$ cat config.mk
export PLATFORM = sky130hd
export DESIGN_NAME = bcd_addsub_seq
export DESIGN_NICKNAME = d
export VERILOG_FILES = /design/src/rtl/bcd_pkg.sv /design/src/rtl/bcd_digit_add.sv /design/src/rtl/bcd_addsub_seq.sv
export SDC_FILE = /design/constraint.sdc
export NUM_CORES = 2
export LEC_CHECK = 0
export ABC_AREA = 1
export BUFFER_PORTS_ARGS = -buffer_cell sky130_fd_sc_hd__buf_2
export CORE_AREA = 10 10 457 459
export DETAILED_ROUTE_END_ITERATION = 16
export DIE_AREA = 0 0 467 469
export GPL_ROUTABILITY_DRIVEN = 0
export SLEW_MARGIN = 20
export SYNTH_ARGS = -nofsm -noshare
export SYNTH_HDL_FRONTEND = slang
export SYNTH_SLANG_ARGS = --single-unit
$ cat constraint.sdc
create_clock -name clk -period 19.8 [get_ports clk]
set_input_delay 3.96 -clock clk [delete_from_list [all_inputs] [get_ports clk]]
set_output_delay 3.96 -clock clk [all_outputs]
set_load 0.01 [all_outputs]
$ cat src/rtl/bcd_pkg.sv
// Shared definitions for the sequential packed-BCD adder/subtractor.
// Holds: digit width, controller state encoding, and digit helper functions
// (nines complement and the valid-digit test).
package bcd_pkg;

    localparam int BCD_W = 4;

    typedef enum logic [1:0] {
        IDLE = 2'd0,
        RUN  = 2'd1,
        DONE = 2'd2
    } state_t;

    // Nines complement of one decimal digit. Invalid digits wrap, but results
    // built from them are discarded because err forces the sum to zero.
    function automatic logic [BCD_W-1:0] nines(input logic [BCD_W-1:0] d);
        return 4'd9 - d;
    endfunction

    function automatic logic bcd_valid(input logic [BCD_W-1:0] d);
        return d <= 4'd9;
    endfunction

endpackage

$ cat src/rtl/bcd_digit_add.sv
// Single decimal digit adder with +6 correction, purely combinational.
// Ports: a, b (BCD digits), cin -> sum (BCD digit), cout (decimal carry).
// Zero latency; no handshake, chained by the parent to form one pass.
module bcd_digit_add
    import bcd_pkg::*;
(
    input  logic [BCD_W-1:0] a,
    input  logic [BCD_W-1:0] b,
    input  logic             cin,
    output logic [BCD_W-1:0] sum,
    output logic             cout
);

    logic [BCD_W:0] t;

    always_comb begin
        t    = {1'b0, a} + {1'b0, b} + {{BCD_W{1'b0}}, cin};
        sum  = t[BCD_W-1:0];
        cout = 1'b0;
        if (t > 5'd9) begin
            // Skip the six unused codes so the nibble wraps past 9 to 0.
            sum  = t[BCD_W-1:0] + 4'd6;
            cout = 1'b1;
        end
    end

endmodule

$ cat src/rtl/bcd_addsub_seq.sv
// Multi-cycle packed-BCD add/subtract, DPC digits per clock, LSD first.
// Ports: clk/reset, in_valid/in_ready + a, b, cin, sub; out_valid/out_ready +
// sum, cout, err. Latency NDIGITS/DPC cycles; outputs held until out_ready.
module bcd_addsub_seq
    import bcd_pkg::*;
#(
    parameter int NDIGITS = 100,
    parameter int DPC     = 4
) (
    input  logic                     clk,
    input  logic                     reset,
    input  logic                     in_valid,
    output logic                     in_ready,
    input  logic [BCD_W*NDIGITS-1:0] a,
    input  logic [BCD_W*NDIGITS-1:0] b,
    input  logic                     cin,
    input  logic                     sub,
    output logic                     out_valid,
    input  logic                     out_ready,
    output logic [BCD_W*NDIGITS-1:0] sum,
    output logic                     cout,
    output logic                     err
);

    localparam int W    = BCD_W * NDIGITS;
    localparam int PW   = BCD_W * DPC;
    localparam int NCYC = NDIGITS / DPC;
    localparam int CW   = (NCYC > 1) ? $clog2(NCYC) : 1;

    state_t          state;
    logic [W-1:0]    a_sh;
    logic [W-1:0]    b_sh;
    logic [W-1:0]    res_sh;
    logic [W-1:0]    res_next;
    logic            carry;
    logic            sub_r;
    logic            err_r;
    logic [CW-1:0]   cnt;
    logic [PW-1:0]   pass_sum;
    logic [DPC:0]    chain;
    logic            in_err;
    logic            accept;

    // One pass: DPC corrected digit adders rippling from the registered carry.
    assign chain[0] = carry;

    for (genvar i = 0; i < DPC; i++) begin : g_dig
        logic [BCD_W-1:0] bd;
        assign bd = sub_r ? nines(b_sh[i*BCD_W +: BCD_W]) : b_sh[i*BCD_W +: BCD_W];

        bcd_digit_add u_dig (
            .a    (a_sh[i*BCD_W +: BCD_W]),
            .b    (bd),
            .cin  (chain[i]),
            .sum  (pass_sum[i*BCD_W +: BCD_W]),
            .cout (chain[i+1])
        );
    end

    // Result digits enter at the top so after NCYC passes the LSD is at bit 0.
    if (NCYC > 1) begin : g_res_multi
        assign res_next = {pass_sum, res_sh[W-1:PW]};
    end else begin : g_res_single
        assign res_next = pass_sum;
    end

    always_comb begin
        in_err = 1'b0;
        for (int i = 0; i < NDIGITS; i++) begin
            if (!bcd_valid(a[i*BCD_W +: BCD_W]) || !bcd_valid(b[i*BCD_W +: BCD_W])) begin
                in_err = 1'b1;
            end
        end
    end

    // In DONE a new operand is only taken when the pending result leaves.
    assign in_ready = (state == IDLE) || ((state == DONE) && out_ready);
    assign accept   = in_valid && in_ready;

    always_ff @(posedge clk) begin
        if (reset) begin
            state     <= IDLE;
            out_valid <= 1'b0;
            sum       <= '0;
            cout      <= 1'b0;
            err       <= 1'b0;
            cnt       <= '0;
            carry     <= 1'b0;
            sub_r     <= 1'b0;
            err_r     <= 1'b0;
            a_sh      <= '0;
            b_sh      <= '0;
            res_sh    <= '0;
        end else begin
            if (accept) begin
                a_sh  <= a;
                b_sh  <= b;
                sub_r <= sub;
                // Subtraction is A + nines(B) + 1 - borrow_in.
                carry <= sub ? ~cin : cin;
                err_r <= in_err;
                cnt   <= '0;
            end

            case (state)
                IDLE: begin
                    if (accept) begin
                        state <= RUN;
                    end
                end
                RUN: begin
                    a_sh   <= a_sh >> PW;
                    b_sh   <= b_sh >> PW;
                    res_sh <= res_next;
                    carry  <= chain[DPC];
                    if (cnt == CW'(NCYC - 1)) begin
                        cnt       <= '0;
                        state     <= DONE;
                        out_valid <= 1'b1;
                        sum       <= err_r ? '0 : res_next;
                        cout      <= err_r ? 1'b0 : chain[DPC];
                        err       <= err_r;
                    end else begin
                        cnt <= cnt + 1'b1;
                    end
                end
                DONE: begin
                    if (out_ready) begin
                        out_valid <= 1'b0;
                        state     <= in_valid ? RUN : IDLE;
                    end
                end
                default: begin
                    state     <= IDLE;
                    out_valid <= 1'b0;
                end
            endcase
        end
    end

endmodule

==> results.md <==
- Status: finished clean
- Number of buffer cells added on primary ports: 1209
- Worst Hold Slack: 0.4247 ns
- Dominant cells by area after synthesis: sky130_fd_sc_hd__dfxtp_1, sky130_fd_sc_hd__nand2_1, sky130_fd_sc_hd__a31oi_1
- Library cell occupying the most area in the post-synthesis netlist: sky130_fd_sc_hd__dfxtp_1
- Seq/Total Area, Yosys: 0.5170
- Number of buffers created by CTS: 173
- Synth Register Bits: 1597
- Count of standard-cell rows: 164
- Clock latency on the worst-skew pair: 0.85 ns
- Average wire length per cell after detail routing: 24.49 um
- Number of gates resized after cts: 0
- Total global routing overflow: 0
- Synthesized netlist net count: 8949
- Tightest Hold Check Type: flop to flop
- Type of the worst setup path: flop to flop
- H-tree level count: 4
- Number of fill cells: 20870
- Number of vias per cell: 5.185
- Leakage dissipation: 29.49 nW
- Startpoint Class: flop
- Compound-Gate Fraction of Synth Area: 0.2307
- Worst-path fanout max: 17
- Critical path's most frequent cell: sky130_fd_sc_hd__nand2_1
- Arrival time worst endpoint: 9.13 ns
- Count of boundary I/O pins: 1210
- Chip width: 467 um
- Max-slew violations: 0
- Arithmetic-cell share of the synthesized area counting full adders, half adders and majority gates: 0.007850
- Area grow syn2layout: 21.77%
- Number of remaining DRC errors: 0
- Share of the core filled with cells: 0.3780
- Synthesized area: 61840 um^2
- Die Footprint: 219000 um^2
- Share of the clock period used by the worst path: 0.4263
- Cell count after synthesis: 8109
- GRT Util Overall: 0.2465
- Slowest cell on the critical path: sky130_fd_sc_hd__dfxtp_1
- Share of the synthesized area in the top cell type: 0.5170
- Simple-gate share of the synthesized area: 0.1716
- Proportion of register bits with asynchronous set or reset after synthesis: 0
- Power Density: 102.6 nW/um^2
- Synth unique cells: 32
- HPWL after detailed placement: 219.0 mm
- Core box area: 199200 um^2
- Starting density of the core: 0.3104
- Number of optimization iterations in the first detailed-route pass: 8
- Leading post-synthesis cells by instance count: sky130_fd_sc_hd__nand2_1, sky130_fd_sc_hd__dfxtp_1, sky130_fd_sc_hd__o21ai_0, sky130_fd_sc_hd__a31oi_1, sky130_fd_sc_hd__clkbuf_1
- DRT Wirelength: 288.5 mm
- FF+latch area: 31970 um^2
- Final hold violation count: 0
- Final Worst Setup Slack: 11.36 ns
- Final setup violation count: 0
- Most frequently used cell type in the post-synthesis netlist: sky130_fd_sc_hd__nand2_1
- Remaining max-slew budget at the tightest pin: 0.1993
- Via count of the first global-routing pass: 57470
- Count of flip-flops with a built-in enable after synthesis: 0
- Master cell of the clock root buffer: sky130_fd_sc_hd__clkbuf_16
- Number of nets at the end of the flow: 9753
- Die H: 469 um
- Setup clock skew after layout: 0.06904 ns
- Worst setup EP type: flop
- Max Root-Sink Buffers: 3
- Longest individual stage delay on the worst path: 0.70 ns
- Unrepaired setup endpoints after global routing: false
- Number of nets with antenna violations after detailed routing: 0
- Sinks on the clock net: 1597
- First-pass GRT wire length: 400.0 mm
- Vias: 61090
- Placed instance count: 11390
- Req. time, crit path: 20.49 ns
- Total area of multi-input combinational cells: 25560 um^2
- Post-route insts no fill: 11780
- Main combinational cell family by area after synthesis: compound AO/OA/AOI/OAI gates
- Flip-flop cell with the highest count after synthesis: sky130_fd_sc_hd__dfxtp_1
- Largest net degree at the start of global routing: 308
- Setup bufs post-CTS: 0
- Share of layout cells above drive strength 1: 0.1724
- Total of warnings raised by yosys: 0
- Time the worst path needs with I/O delays and setup: 8.441 ns
- DR iter-0 viols: 6220
- TritonCTS clock tree: built
- Worst Max-Slew Pin Slew: 1.188 ns
- Worst VDD drop: 0.00007700 V
- Final total negative setup slack: 0 ns
- Fmax: 118.5 MHz
- Area share of xor/xnor cells in the synthesized design: 0.002691
- Max_cap viols: 0
- Mux cell area share after synthesis: 0
- Number of hold buffers added after CTS: 0
- Initial antenna violation count: 124
- Post-Place Worst Slack: 11.36 ns
- Avg Cell Area, Syn: 7.626 um^2
- Clock edge transition at the registers on the reported setup and hold paths: 0.06 ns
==> where the power goes <==
part	internal, mW	total, mW	leakage (nW)	switching (mW)
Combinational	0.280	0.905	13.6	0.626
Clock	1.86	3.30	2.81	1.44
Sequential	3.40	3.53	13.1	0.126
Total	5.54	7.73	29.5	2.19
==> per-stage QoR <==
step | instance area [um^2] | power (mW)
after detailed placement | 69240 | 4.488
after floorplan | 61840 | 4.099
after global routing | 75220 | 8.019
after CTS | 75030 | 7.772
after global placement | 69240 | 4.473
final | 75310 | 7.729
==> state kept, by name (all words and copies together), names as in the netlist <==
signal / count
sum: 400
res_sh: 384
state: 2
err: 1
cout: 1
cnt: 5
out_valid: 1
err_r: 1
carry: 1
b_sh: 400
a_sh: 400
sub_r: 1
==> layout make-up <==
| type | count | share of cell area |
|---|---|---|
| tap | 2656 | 0.04413 |
| clock buffer | 259 | 0.06643 |
| antenna | 76 | 0.002525 |
| clock inverter | 53 | 0.01043 |
| multi-input combinational | 5407 | 0.3394 |
| timing repair buffer | 1284 | 0.08964 |
| inverter | 450 | 0.02293 |
| sequential | 1597 | 0.4245 |
==> routing by layer <==
layer / global-route usage / part of all wire / vias to the layer above
met4: 0.1352 / 0.058 / 60
met1: 0.2815 / 0.38 / 28880
met5: 0 / 0.0014 / -
met3: 0.05334 / 0.073 / 563
met2: 0.4273 / 0.49 / 2534
li1: - / - / 29050
==> cell families (layout without fill, tap and decap cells) <==
logic type,Yosys count,in the layout
flip-flops,1597,1597
XOR/XNOR,19,19
buffers and inverters,1105,2046
other,0,76
adder cells (fa/ha/maj),34,34
AND/OR/NAND/NOR,2796,2796
AO/OA/AOI/OAI,2558,2558
==> cells in the final DEF, fill, tap and decap left out, drive strengths merged, types with 2 or more instances in the layout <==
cell type / instances
a21oi: 458
a22oi: 2
a31oi: 768
and2: 11
buf: 1284
bufinv: 7
clkbuf: 259
clkinv: 35
clkinvlp: 4
dfxtp: 1597
diode: 76
fa: 8
ha: 26
inv: 457
nand2: 2568
nand3: 38
nand4: 6
nor2: 169
nor3: 3
o21a: 19
o21ai: 959
o22ai: 349
xnor2: 8
xor2: 11
==> final timing paths <==
| kind | from | endpoint | slack (ns) | depth (start not counted) |
|---|---|---|---|---|
| worst max-delay path | sub_r | sum[397] | 11.36 | 41 |
| worst min-delay path | res_sh[117] | sum[101] | 0.42 | 2 |
| worst max register to register | sub_r | sum[397] | 11.36 | 41 |
| worst min register to register | res_sh[117] | sum[101] | 0.42 | 2 |
==> worst max-delay path, delay by kind of cell (launching register included) <==
kind	cells	cell delay, ns
buffers and inverters	5	0.36
xor gates and xnor gates	5	1.47
and+or+nand+nor	12	1.34
DFF	1	0.70
adders and majority gates	12	3.60
AOI/OAI and AO/OA	7	0.86
Power figures use the tool's default switching activity.
